===== src/rtl/myo_spi_pkg.sv =====
// ----------------------------------------------------------------------------
// myo_spi_pkg - shared types and frame layout for the myo SPI frame master (rev 1.0)
// ----------------------------------------------------------------------------
`default_nettype none

package myo_spi_pkg;

  typedef enum logic [2:0] {
    IDLE  = 3'd0,
    SETUP = 3'd1,
    SHIFT = 3'd2,
    GAP   = 3'd3,
    DONE  = 3'd4
  } state_e;

  localparam int          FRAME_WORDS  = 7;
  localparam logic [15:0] HDR_MOTOR_ON = 16'h8000;

  localparam int RX_STATUS  = 0;
  localparam int RX_POS_HI  = 1;
  localparam int RX_POS_LO  = 2;
  localparam int RX_VEL     = 3;
  localparam int RX_CUR     = 4;
  localparam int RX_DISP_HI = 5;
  localparam int RX_DISP_LO = 6;

  // Outgoing word for a given frame slot: header, PWM reference, then padding.
  function automatic logic [15:0] tx_word_for(input logic [2:0]  idx,
                                              input logic        en,
                                              input logic [15:0] pwm);
    logic [15:0] w;
    w = 16'h0000;
    if (idx == 3'd0)      w = en ? HDR_MOTOR_ON : 16'h0000;
    else if (idx == 3'd1) w = pwm;
    return w;
  endfunction

endpackage

`default_nettype wire


===== src/rtl/myo_spi_frame_master_shifter.sv =====
// ----------------------------------------------------------------------------
// spi_word_shifter - one 16-bit SPI mode-0 word with CLK_DIV half-period divider (rev 1.0)
// ----------------------------------------------------------------------------
`default_nettype none

module spi_word_shifter #(
  parameter int CLK_DIV = 4
) (
  input  logic        clock,
  input  logic        reset,
  input  logic        go,
  input  logic [15:0] tx_word,
  input  logic        miso,
  output logic        sclk,
  output logic        mosi,
  output logic [15:0] rx_word,
  output logic        done
);

  localparam int DIV_W = $clog2(CLK_DIV);

  logic             active_q, active_d;
  logic [DIV_W-1:0] div_q, div_d;
  logic [5:0]       half_q, half_d;
  logic [5:0]       half_nxt;
  logic             sclk_q, sclk_d;
  logic [15:0]      sr_q, sr_d;
  logic [15:0]      rx_q, rx_d;

  // A word spans 33 half-periods from go: two idle halves (SETUP plus the
  // lead-in), then rising edges on even halves 2..32 and falling on odd 3..33.
  always_comb begin
    active_d = active_q;
    div_d    = div_q;
    half_d   = half_q;
    sclk_d   = sclk_q;
    sr_d     = sr_q;
    rx_d     = rx_q;
    done     = 1'b0;
    half_nxt = half_q + 6'd1;

    if (go) begin
      active_d = 1'b1;
      div_d    = '0;
      half_d   = '0;
      sclk_d   = 1'b0;
      sr_d     = tx_word;
    end else if (active_q) begin
      if (div_q == DIV_W'(CLK_DIV - 1)) begin
        div_d  = '0;
        half_d = half_nxt;
        if (half_nxt >= 6'd2) begin
          if (!half_nxt[0]) begin
            sclk_d = 1'b1;
            rx_d   = {rx_q[14:0], miso};
          end else begin
            sclk_d = 1'b0;
            sr_d   = {sr_q[14:0], 1'b0};
          end
        end
        if (half_nxt == 6'd33) begin
          active_d = 1'b0;
          done     = 1'b1;
        end
      end else begin
        div_d = div_q + DIV_W'(1);
      end
    end
  end

  always_ff @(posedge clock or posedge reset) begin
    if (reset) begin
      active_q <= 1'b0;
      div_q    <= '0;
      half_q   <= '0;
      sclk_q   <= 1'b0;
      sr_q     <= '0;
      rx_q     <= '0;
    end else begin
      active_q <= active_d;
      div_q    <= div_d;
      half_q   <= half_d;
      sclk_q   <= sclk_d;
      sr_q     <= sr_d;
      rx_q     <= rx_d;
    end
  end

  assign sclk    = sclk_q;
  assign mosi    = sr_q[15];
  assign rx_word = rx_q;

endmodule

`default_nettype wire


===== src/rtl/myo_spi_frame_master.sv =====
// ----------------------------------------------------------------------------
// myo_spi_frame_master - 7-word SPI frame exchange with a myo motor board (rev 1.0)
// ----------------------------------------------------------------------------
`default_nettype none

module myo_spi_frame_master #(
  parameter int CLK_DIV = 4,
  parameter int GAP     = 8
) (
  input  logic               clock,
  input  logic               reset,
  input  logic               start,
  input  logic               enable_motor,
  input  logic signed [15:0] pwmRef,
  input  logic               miso,
  output logic               sclk,
  output logic               mosi,
  output logic               ss_n,
  output logic               busy,
  output logic        [15:0] status,
  output logic signed [31:0] position,
  output logic signed [15:0] velocity,
  output logic signed [15:0] current,
  output logic signed [31:0] displacement,
  output logic               update_controller,
  output logic        [15:0] frame_count
);

  import myo_spi_pkg::*;

  localparam logic [2:0] LAST_WORD = 3'(FRAME_WORDS - 1);

  state_e      state_q, state_d;
  logic [15:0] cnt_q, cnt_d;
  logic [2:0]  word_q, word_d;
  logic        en_q, en_d;
  logic [15:0] pwm_q, pwm_d;
  logic [15:0] buf_q [FRAME_WORDS-1];
  logic [15:0] buf_d [FRAME_WORDS-1];
  logic [15:0] status_q, status_d;
  logic [31:0] position_q, position_d;
  logic [15:0] velocity_q, velocity_d;
  logic [15:0] current_q, current_d;
  logic [31:0] displacement_q, displacement_d;
  logic        update_q, update_d;
  logic [15:0] frame_count_q, frame_count_d;
  logic        busy_q, busy_d;
  logic        ss_n_q, ss_n_d;

  logic        accept;
  logic        go;
  logic [15:0] tx_word;
  logic        sh_done;
  logic [15:0] sh_rx;

  spi_word_shifter #(
    .CLK_DIV (CLK_DIV)
  ) u_shifter (
    .clock   (clock),
    .reset   (reset),
    .go      (go),
    .tx_word (tx_word),
    .miso    (miso),
    .sclk    (sclk),
    .mosi    (mosi),
    .rx_word (sh_rx),
    .done    (sh_done)
  );

  // The GAP state is named through the package because the GAP parameter
  // shadows the wildcard-imported enum literal.
  always_comb begin
    state_d        = state_q;
    cnt_d          = cnt_q;
    word_d         = word_q;
    en_d           = en_q;
    pwm_d          = pwm_q;
    buf_d          = buf_q;
    status_d       = status_q;
    position_d     = position_q;
    velocity_d     = velocity_q;
    current_d      = current_q;
    displacement_d = displacement_q;
    frame_count_d  = frame_count_q;
    update_d       = 1'b0;
    accept         = 1'b0;
    go             = 1'b0;
    tx_word        = 16'h0000;

    unique case (state_q)
      IDLE: accept = start;

      SETUP: begin
        if (cnt_q == 16'(CLK_DIV - 1)) begin
          state_d = SHIFT;
          cnt_d   = '0;
        end else begin
          cnt_d = cnt_q + 16'd1;
        end
      end

      SHIFT: begin
        if (sh_done) begin
          if (word_q == LAST_WORD) begin
            // Publish the whole frame at once; the last word bypasses the buffer.
            state_d        = DONE;
            status_d       = buf_q[RX_STATUS];
            position_d     = {buf_q[RX_POS_HI], buf_q[RX_POS_LO]};
            velocity_d     = buf_q[RX_VEL];
            current_d      = buf_q[RX_CUR];
            displacement_d = {buf_q[RX_DISP_HI], sh_rx};
            update_d       = 1'b1;
            frame_count_d  = frame_count_q + 16'd1;
          end else begin
            buf_d[word_q] = sh_rx;
            state_d       = myo_spi_pkg::GAP;
            cnt_d         = '0;
          end
        end
      end

      myo_spi_pkg::GAP: begin
        if (cnt_q == 16'(GAP - 1)) begin
          state_d = SETUP;
          cnt_d   = '0;
          word_d  = word_q + 3'd1;
          go      = 1'b1;
          tx_word = tx_word_for(word_d, en_q, pwm_q);
        end else begin
          cnt_d = cnt_q + 16'd1;
        end
      end

      // Sampling start here as well lets a held start run frames back to back.
      DONE: begin
        state_d = IDLE;
        accept  = start;
      end

      default: state_d = IDLE;
    endcase

    if (accept) begin
      state_d = SETUP;
      cnt_d   = '0;
      word_d  = 3'd0;
      en_d    = enable_motor;
      pwm_d   = pwmRef;
      go      = 1'b1;
      tx_word = tx_word_for(3'd0, enable_motor, pwmRef);
    end

    busy_d = (state_d != IDLE);
    ss_n_d = !((state_d == SETUP) || (state_d == SHIFT));
  end

  always_ff @(posedge clock or posedge reset) begin
    if (reset) begin
      state_q        <= IDLE;
      cnt_q          <= '0;
      word_q         <= '0;
      en_q           <= 1'b0;
      pwm_q          <= '0;
      for (int i = 0; i < FRAME_WORDS - 1; i++) buf_q[i] <= '0;
      status_q       <= '0;
      position_q     <= '0;
      velocity_q     <= '0;
      current_q      <= '0;
      displacement_q <= '0;
      update_q       <= 1'b0;
      frame_count_q  <= '0;
      busy_q         <= 1'b0;
      ss_n_q         <= 1'b1;
    end else begin
      state_q        <= state_d;
      cnt_q          <= cnt_d;
      word_q         <= word_d;
      en_q           <= en_d;
      pwm_q          <= pwm_d;
      buf_q          <= buf_d;
      status_q       <= status_d;
      position_q     <= position_d;
      velocity_q     <= velocity_d;
      current_q      <= current_d;
      displacement_q <= displacement_d;
      update_q       <= update_d;
      frame_count_q  <= frame_count_d;
      busy_q         <= busy_d;
      ss_n_q         <= ss_n_d;
    end
  end

  assign ss_n              = ss_n_q;
  assign busy              = busy_q;
  assign status            = status_q;
  assign position          = position_q;
  assign velocity          = velocity_q;
  assign current           = current_q;
  assign displacement      = displacement_q;
  assign update_controller = update_q;
  assign frame_count       = frame_count_q;

endmodule

`default_nettype wire


===== config.mk =====
export PLATFORM = sky130hd
export DESIGN_NAME = myo_spi_frame_master
export DESIGN_NICKNAME = d
export VERILOG_FILES = /design/src/rtl/myo_spi_pkg.sv /design/src/rtl/myo_spi_frame_master_shifter.sv /design/src/rtl/myo_spi_frame_master.sv
export SDC_FILE = /design/constraint.sdc
export NUM_CORES = 1
export LEC_CHECK = 0
export BUFFER_PORTS_ARGS = -buffer_cell sky130_fd_sc_hd__buf_2
export CAP_MARGIN = 0
export CORE_MARGIN = 1
export CORE_UTILIZATION = 60
export DETAILED_ROUTE_END_ITERATION = 8
export PLACE_DENSITY_LB_ADDON = 0.15
export SYNTH_ARGS = -nofsm -noshare
export SYNTH_HDL_FRONTEND = slang
export SYNTH_HIERARCHICAL = 1
export SYNTH_SLANG_ARGS = --single-unit

===== constraint.sdc =====
create_clock -name clock -period 25.7 [get_ports clock]
set_input_delay 7.71 -clock clock [delete_from_list [all_inputs] [get_ports clock]]
set_output_delay 7.71 -clock clock [all_outputs]
set_load 0.01 [all_outputs]

Word level (Yosys, flattened, before mapping)
Cells that the tools add are included.

Flip-flop bits (word level): 308. Bits in latches: 0. RAM bits: 0. ROM bits: 0. Bits of input ports: 21. Output and inout bits: 133. Word-level logic and storage cells: 130. Memories kept: 0.

Add/subtract/negate cells: 5. Multiply operators: 0. Div/mod/pow operators: 0. Order comparisons: 3. Equal/unequal tests: 14. Shifts and indexed selects: 0. Multiplexer cells: 56. Bitwise logic cells: 4. Reduce and logical (&&, ||, !) cells: 22.

Operators with widths (number): 16-bit two-way mux (18); 96-bit bitwise mux (1); 16-bit demux with 3-bit select (1); 16-bit one-hot mux with 3 select lines (1); 16-bit by 1-bit adder with 16-bit output, second input constant (2); 3-bit two-way mux (8); 1-bit two-way mux (20); 6-bit two-way mux (3); 16-bit by 2-bit equality test with 1-bit output, second input constant (1); 16-bit by 3-bit equality test with 1-bit output, second input constant (1); 3-bit one-hot mux with 4 select lines (1); 3-bit AND reduction (4); 2-bit nonzero test (6); 3-bit by 1-bit equality test with 1-bit output, second input constant (3); 3-bit by 2-bit equality test with 1-bit output, second input constant (3); 6-bit by 1-bit adder with 6-bit output, second input constant (1); 3-bit equality test, second input constant (2); 6-bit equality test, second input constant (1); 6-bit by 2-bit >= comparator with 1-bit output, second input constant (1); 3-bit zero test (2); 2-bit two-way mux (3); 3-bit != test, second input constant (2); 5-bit AND reduction (1); 4-bit >= comparator, second input constant (1); other kinds (14) (17).

Logic depth before layout (Yosys ltp)
Depth in word-level cells: 12. Mapped depth: 15. Depth with buffers taken out: 11.

By module
The synthesis kept the hierarchy.

Modules (own cells, without submodules): myo_spi_frame_master (times used 1, cells each 739, area an instance 10563.9 um^2, sequential area each 6657.6 um^2); spi_word_shifter (times used 1, cells each 184, area an instance 2020.7 um^2, sequential area each 1051.0 um^2).

Least setup slack after synthesis
No wires, ideal clock.

Path kind: input to register. Start: input start. End: register buf_q[0] in the netlist's numbering. Setup time: 125 ps. Arrival: 9896 ps. Required time: 25575 ps. Setup slack: 15679 ps. Stages: 12. Path buffers: 5. Cell sequence: nand2_1 > nand2_1 > clkbuf_1 > clkbuf_1 > nor3b_1 > nand4bb_1 > buf_2 > nand2b_4 > or4_4 > buf_6 > buf_12 > mux2_4.

Cells in the longest elaborated chain, start to end: 4.

RTL lines: start, declared (line myo_spi_frame_master.sv:12) `input logic start,`; 1-bit two-way mux (line myo_spi_frame_master.sv:90) `unique case (state_q)`; 1-bit two-way mux (line myo_spi_frame_master.sv:143) `if (accept) begin`; net go (line myo_spi_frame_master.sv:51) `logic go;`; 1-bit two-way mux (line myo_spi_frame_master_shifter.sv:42) `if (go) begin`; net sh_done (line myo_spi_frame_master.sv:53) `logic sh_done;`; 3-bit AND reduction (no line); end signal, assigned (line myo_spi_frame_master.sv:180) `buf_q <= buf_d;`; end, declared (line myo_spi_frame_master.sv:38) `logic [15:0] buf_q [FRAME_WORDS-1];`.

The timed path passes the listed nets, and every way through them passes these cells. A chain may end at the register's enable or synchronous reset.

Final worst setup path
Start: input start. End: register displacement_q[5] (netlist: displacement[5]).

Cells in the longest elaborated chain, start to end: 4.

RTL lines: 1-bit two-way mux (line myo_spi_frame_master.sv:90); 1-bit two-way mux (line myo_spi_frame_master.sv:143); net go (line myo_spi_frame_master.sv:51); 1-bit two-way mux (line myo_spi_frame_master_shifter.sv:42); net sh_done (line myo_spi_frame_master.sv:53); 3-bit AND reduction (no line); end signal, assigned (line myo_spi_frame_master.sv:185) `displacement_q <= displacement_d;`; end, declared (line myo_spi_frame_master.sv:44) `logic [31:0] displacement_q, displacement_d;`.

The timed path passes the listed nets, and every way through them passes these cells.

==> implementation parameters <==
Parameter                              Value

Clock network
  Clock tree root buffer cell    clkbuf_16
  Number of post-CTS setup repair buffers    0
  CTS Hold Buffers Added    0
  Clock tree from TritonCTS    done
  Htree depth    1
  Clk pin slew, worst setup/hold paths    roughly 0.060 ns
  Clock Path Buffers    3
  Later-pin clock latency in the skew report    0.56 ns
  Number of clock sinks    approximately 310
  Cells resized by post-CTS repair    0
  Num CTS Buffers    30

Yosys
  Fraction of post-synthesis cell area in the top cell type by area    0.610
  Proportion of synthesized chip area in sequential cells    0.613
  Seq cells post-synth    308
  Mean post-synth cell area    between 10 and 15 µm²
  Syn_nets    954
  Yosys Warn Count    6
  Synthesized instance count    923
  Share of flip-flops with an asynchronous set or reset    1.00
  Summed instance area of the synthesized netlist    12,600 µm²
  Leading cell types by total area after synthesis    dfrtp_1, mux2_2, nand2_1
  Dominant cell type by area after synthesis    dfrtp_1
  Number of library cell types mapped by synthesis    54
  Post-synth EDFFs    0
  Dominant synthesized flop cell    dfrtp_1

Finish
  Number of inserted diodes    0
  Fraction of final layout cells with drive strength greater than 1    0.414
  Area growth syn-to-layout    16.5%
  Leading cell type in the layout, fill and taps excluded    dfrtp_1
  Final net count    between 1,000 and 1,500
  Finished Core Util    0.718
  Most frequent cells in the layout    dfrtp_1, mux2_2, buf_2
  Post-route cell area    ~15,000 µm²

Setup path
  Register-to-register setup slack    21.03 ns
  Cell type with the highest occurrence count on the critical path    buf_4
  Arrival time at the worst endpoint    around 12 ns
  Launching instance or port of the critical path    start
  Class of the most critical setup path    in -> reg
  Setup crit end kind    flop
  Maximum single-stage delay on the critical path    a little under 0.8 ns
  Cell depth of the worst flop-to-flop path    9
  Logic depth of the worst setup path including buffers    10
  Cell with the largest stage delay on the worst path    buf_4
  Kind of start point of the critical path    primary input
  Count of buffer and inverter cells on the critical path    4
  Destination of the worst register-to-register timing path    displacement[5]
  Crit path required time    26.14 ns
  Capture point of the critical path    displacement[5]
  Cell Chain, Critical Path    buf_2 > nand2_1 > nand2_1 > buf_4 > nor3b_1 > nand4bb_1 > nor2_4 > buf_4 > buf_4 > mux2_2
  Critical R2R Launch    u_shifter/half_q[0]
  Critical Path Fanout Max    63
  Kind of cell with the highest combined delay on the critical path    simple AND/OR/NAND/NOR gates

Global route
  Total global routing track utilization    0.241
  Global-route wire length before repair    41,300 µm
  Initial antenna violation count    0
  Via count of the first global-routing pass    7,681
  Gr ovfl total    0
  Largest net degree at the start of global routing    122

Power and ir drop
  Leakage power summed over all cells    0.00765 µW
  Worst vdd rail ir drop    0.0472 mV
  Pwr Density    66.3 nW/µm²

Detailed routing
  Number of remaining DRC errors    0
  Number of detailed-route iterations in the first pass    4
  Final routed wirelength across all metal layers    around 25,000 µm
  Number of routed nets with antenna violations    0
  Routed vias/inst    5.61
  DR vias    slightly below 8,000
  Initial drt markers    457
  Wirelength per Cell    18.3 µm

Floorplanning
  Vertical extent of the die    147 µm
  Die Area    approximately 22,000 µm²
  Floorplan die width    147 µm
  Area of the core    between 20,000 and 25,000 µm²
  Number of top-level pins    about 150
  Initial Util    0.616
  Number of rows in the core area    52

Timing
  Final Skew    0.0255 ns
  Tcrit/Tclk final    0.437
  Unrepaired setup endpoints after global routing    false
  Aggregate negative setup slack    0 ns
  Post-route worst setup slack    14.47 ns
  Final-report setup violation count    0
  Max-slew violation count    0
  Final hold vios    0
  Achievable Freq    89.0 MHz
  Transition time of the tightest slew-check pin    1.05 ns
  Fin crit period    11.23 ns
  Remaining max-slew budget at the tightest pin    0.299

Placed design
  Place WS    14.00 ns
  Total placed instance area    ~14,000 µm²
  Global placement routability congestion    0.806
  Post-DP HPWL    15,900 µm
  Count of buffers from port buffering    153

Job
  Number of max-cap violations    0

Hold path
  Type of the most critical hold path    reg -> reg

Run status
  Outcome    finished clean
worst min path at each step:
stage / endpoint / startpoint / cells past startpoint
after CTS: pwm_q[2] / pwm_q[2] / 2
after floorplan: pwm_q[0] / pwm_q[0] / 2
after detailed placement: pwm_q[2] / pwm_q[2] / 2
after global routing: pwm_q[3] / pwm_q[3] / 2
final: pwm_q[2] / pwm_q[2] / 2
after global placement: pwm_q[9] / pwm_q[9] / 2
Yosys cell counts, drive strengths merged (2+ instances only):
master	number
and4	8
or3	4
clkbuf	17
nand2	85
nand3	12
nor4	11
o31ai	3
mux2i	3
mux2	225
a31oi	18
nor2b	16
nor3	6
or4	3
a21oi	22
dfrtp	307
and2	2
o21ai	27
nand4	8
nor2	43
inv	10
o2111ai	2
nor4b	3
nor3b	4
ha	10
xor2	6
buf	26
a22oi	2
xnor2	24
state kept, by name (all words and copies together), names as in the netlist:
name,cells
u_shifter/half_q,6
update_controller,1
pwm_q,16
displacement,32
u_shifter/active_q,1
u_shifter/rx_word,16
state_q,3
u_shifter/div_q,2
en_q,1
cnt_q,16
u_shifter/sclk,1
u_shifter/sr_q,16
ss_n,1
velocity,16
frame_count,16
buf_q,96
busy,1
status,16
word_q,3
position,32
current,16
kinds of logic (layout without fill, tap and decap cells):
group | count (synthesis) | count (layout) | share of synthesized area
compound gates | 82 | 82 | 0.0382
xor+xnor | 30 | 30 | 0.0209
fa+ha+maj | 10 | 10 | 0.00994
buf+inv | 53 | 232 | 0.0223
flops | 308 | 308 | 0.613
mux | 228 | 228 | 0.210
simple gates | 212 | 212 | 0.0865
metrics by stage:
stage | instances | total power, µW | hold slack, ns
after floorplan | 923 | 509 | 0.432
after global placement | 1316 | 515 | 0.447
after detailed placement | 1316 | 515 | 0.451
after CTS | 1372 | 981 | 0.465
after global routing | 1372 | 1000 | 0.490
final | 1372 | 972 | 0.459
final cells by class:
class                      count  area [µm²]
tap                          270         338
multi-input combinational    562        4620
fill                        1422        5770
sequential                   308        7710
clock buffer                  47         925
timing repair buffer         166         863
inverter                      10        45.0
clock inverter                 9         159
worst min-delay path, cell delays in order (launching register included):
cell and delay (ns):
dfrtp_1 0.32, nand2_1 0.06, nand2_1 0.05
metal layers:
layer,vias to the layer above,routed length [µm],GRT usage
met5,-,0,0
li1,3573,-,-
met4,0,304,0.0536
met1,3935,12200,0.365
met3,21,984,0.0335
met2,164,11700,0.372
report_power, final:
part | total (µW) | internal [µW] | switching, µW
sequential | 491 | 488 | 3.18
clock | 466 | 286 | 180
combinational | 15.0 | 3.50 | 11.5
total | 972 | 777 | 194
No activity file was read; power rests on OpenSTA's default activity.
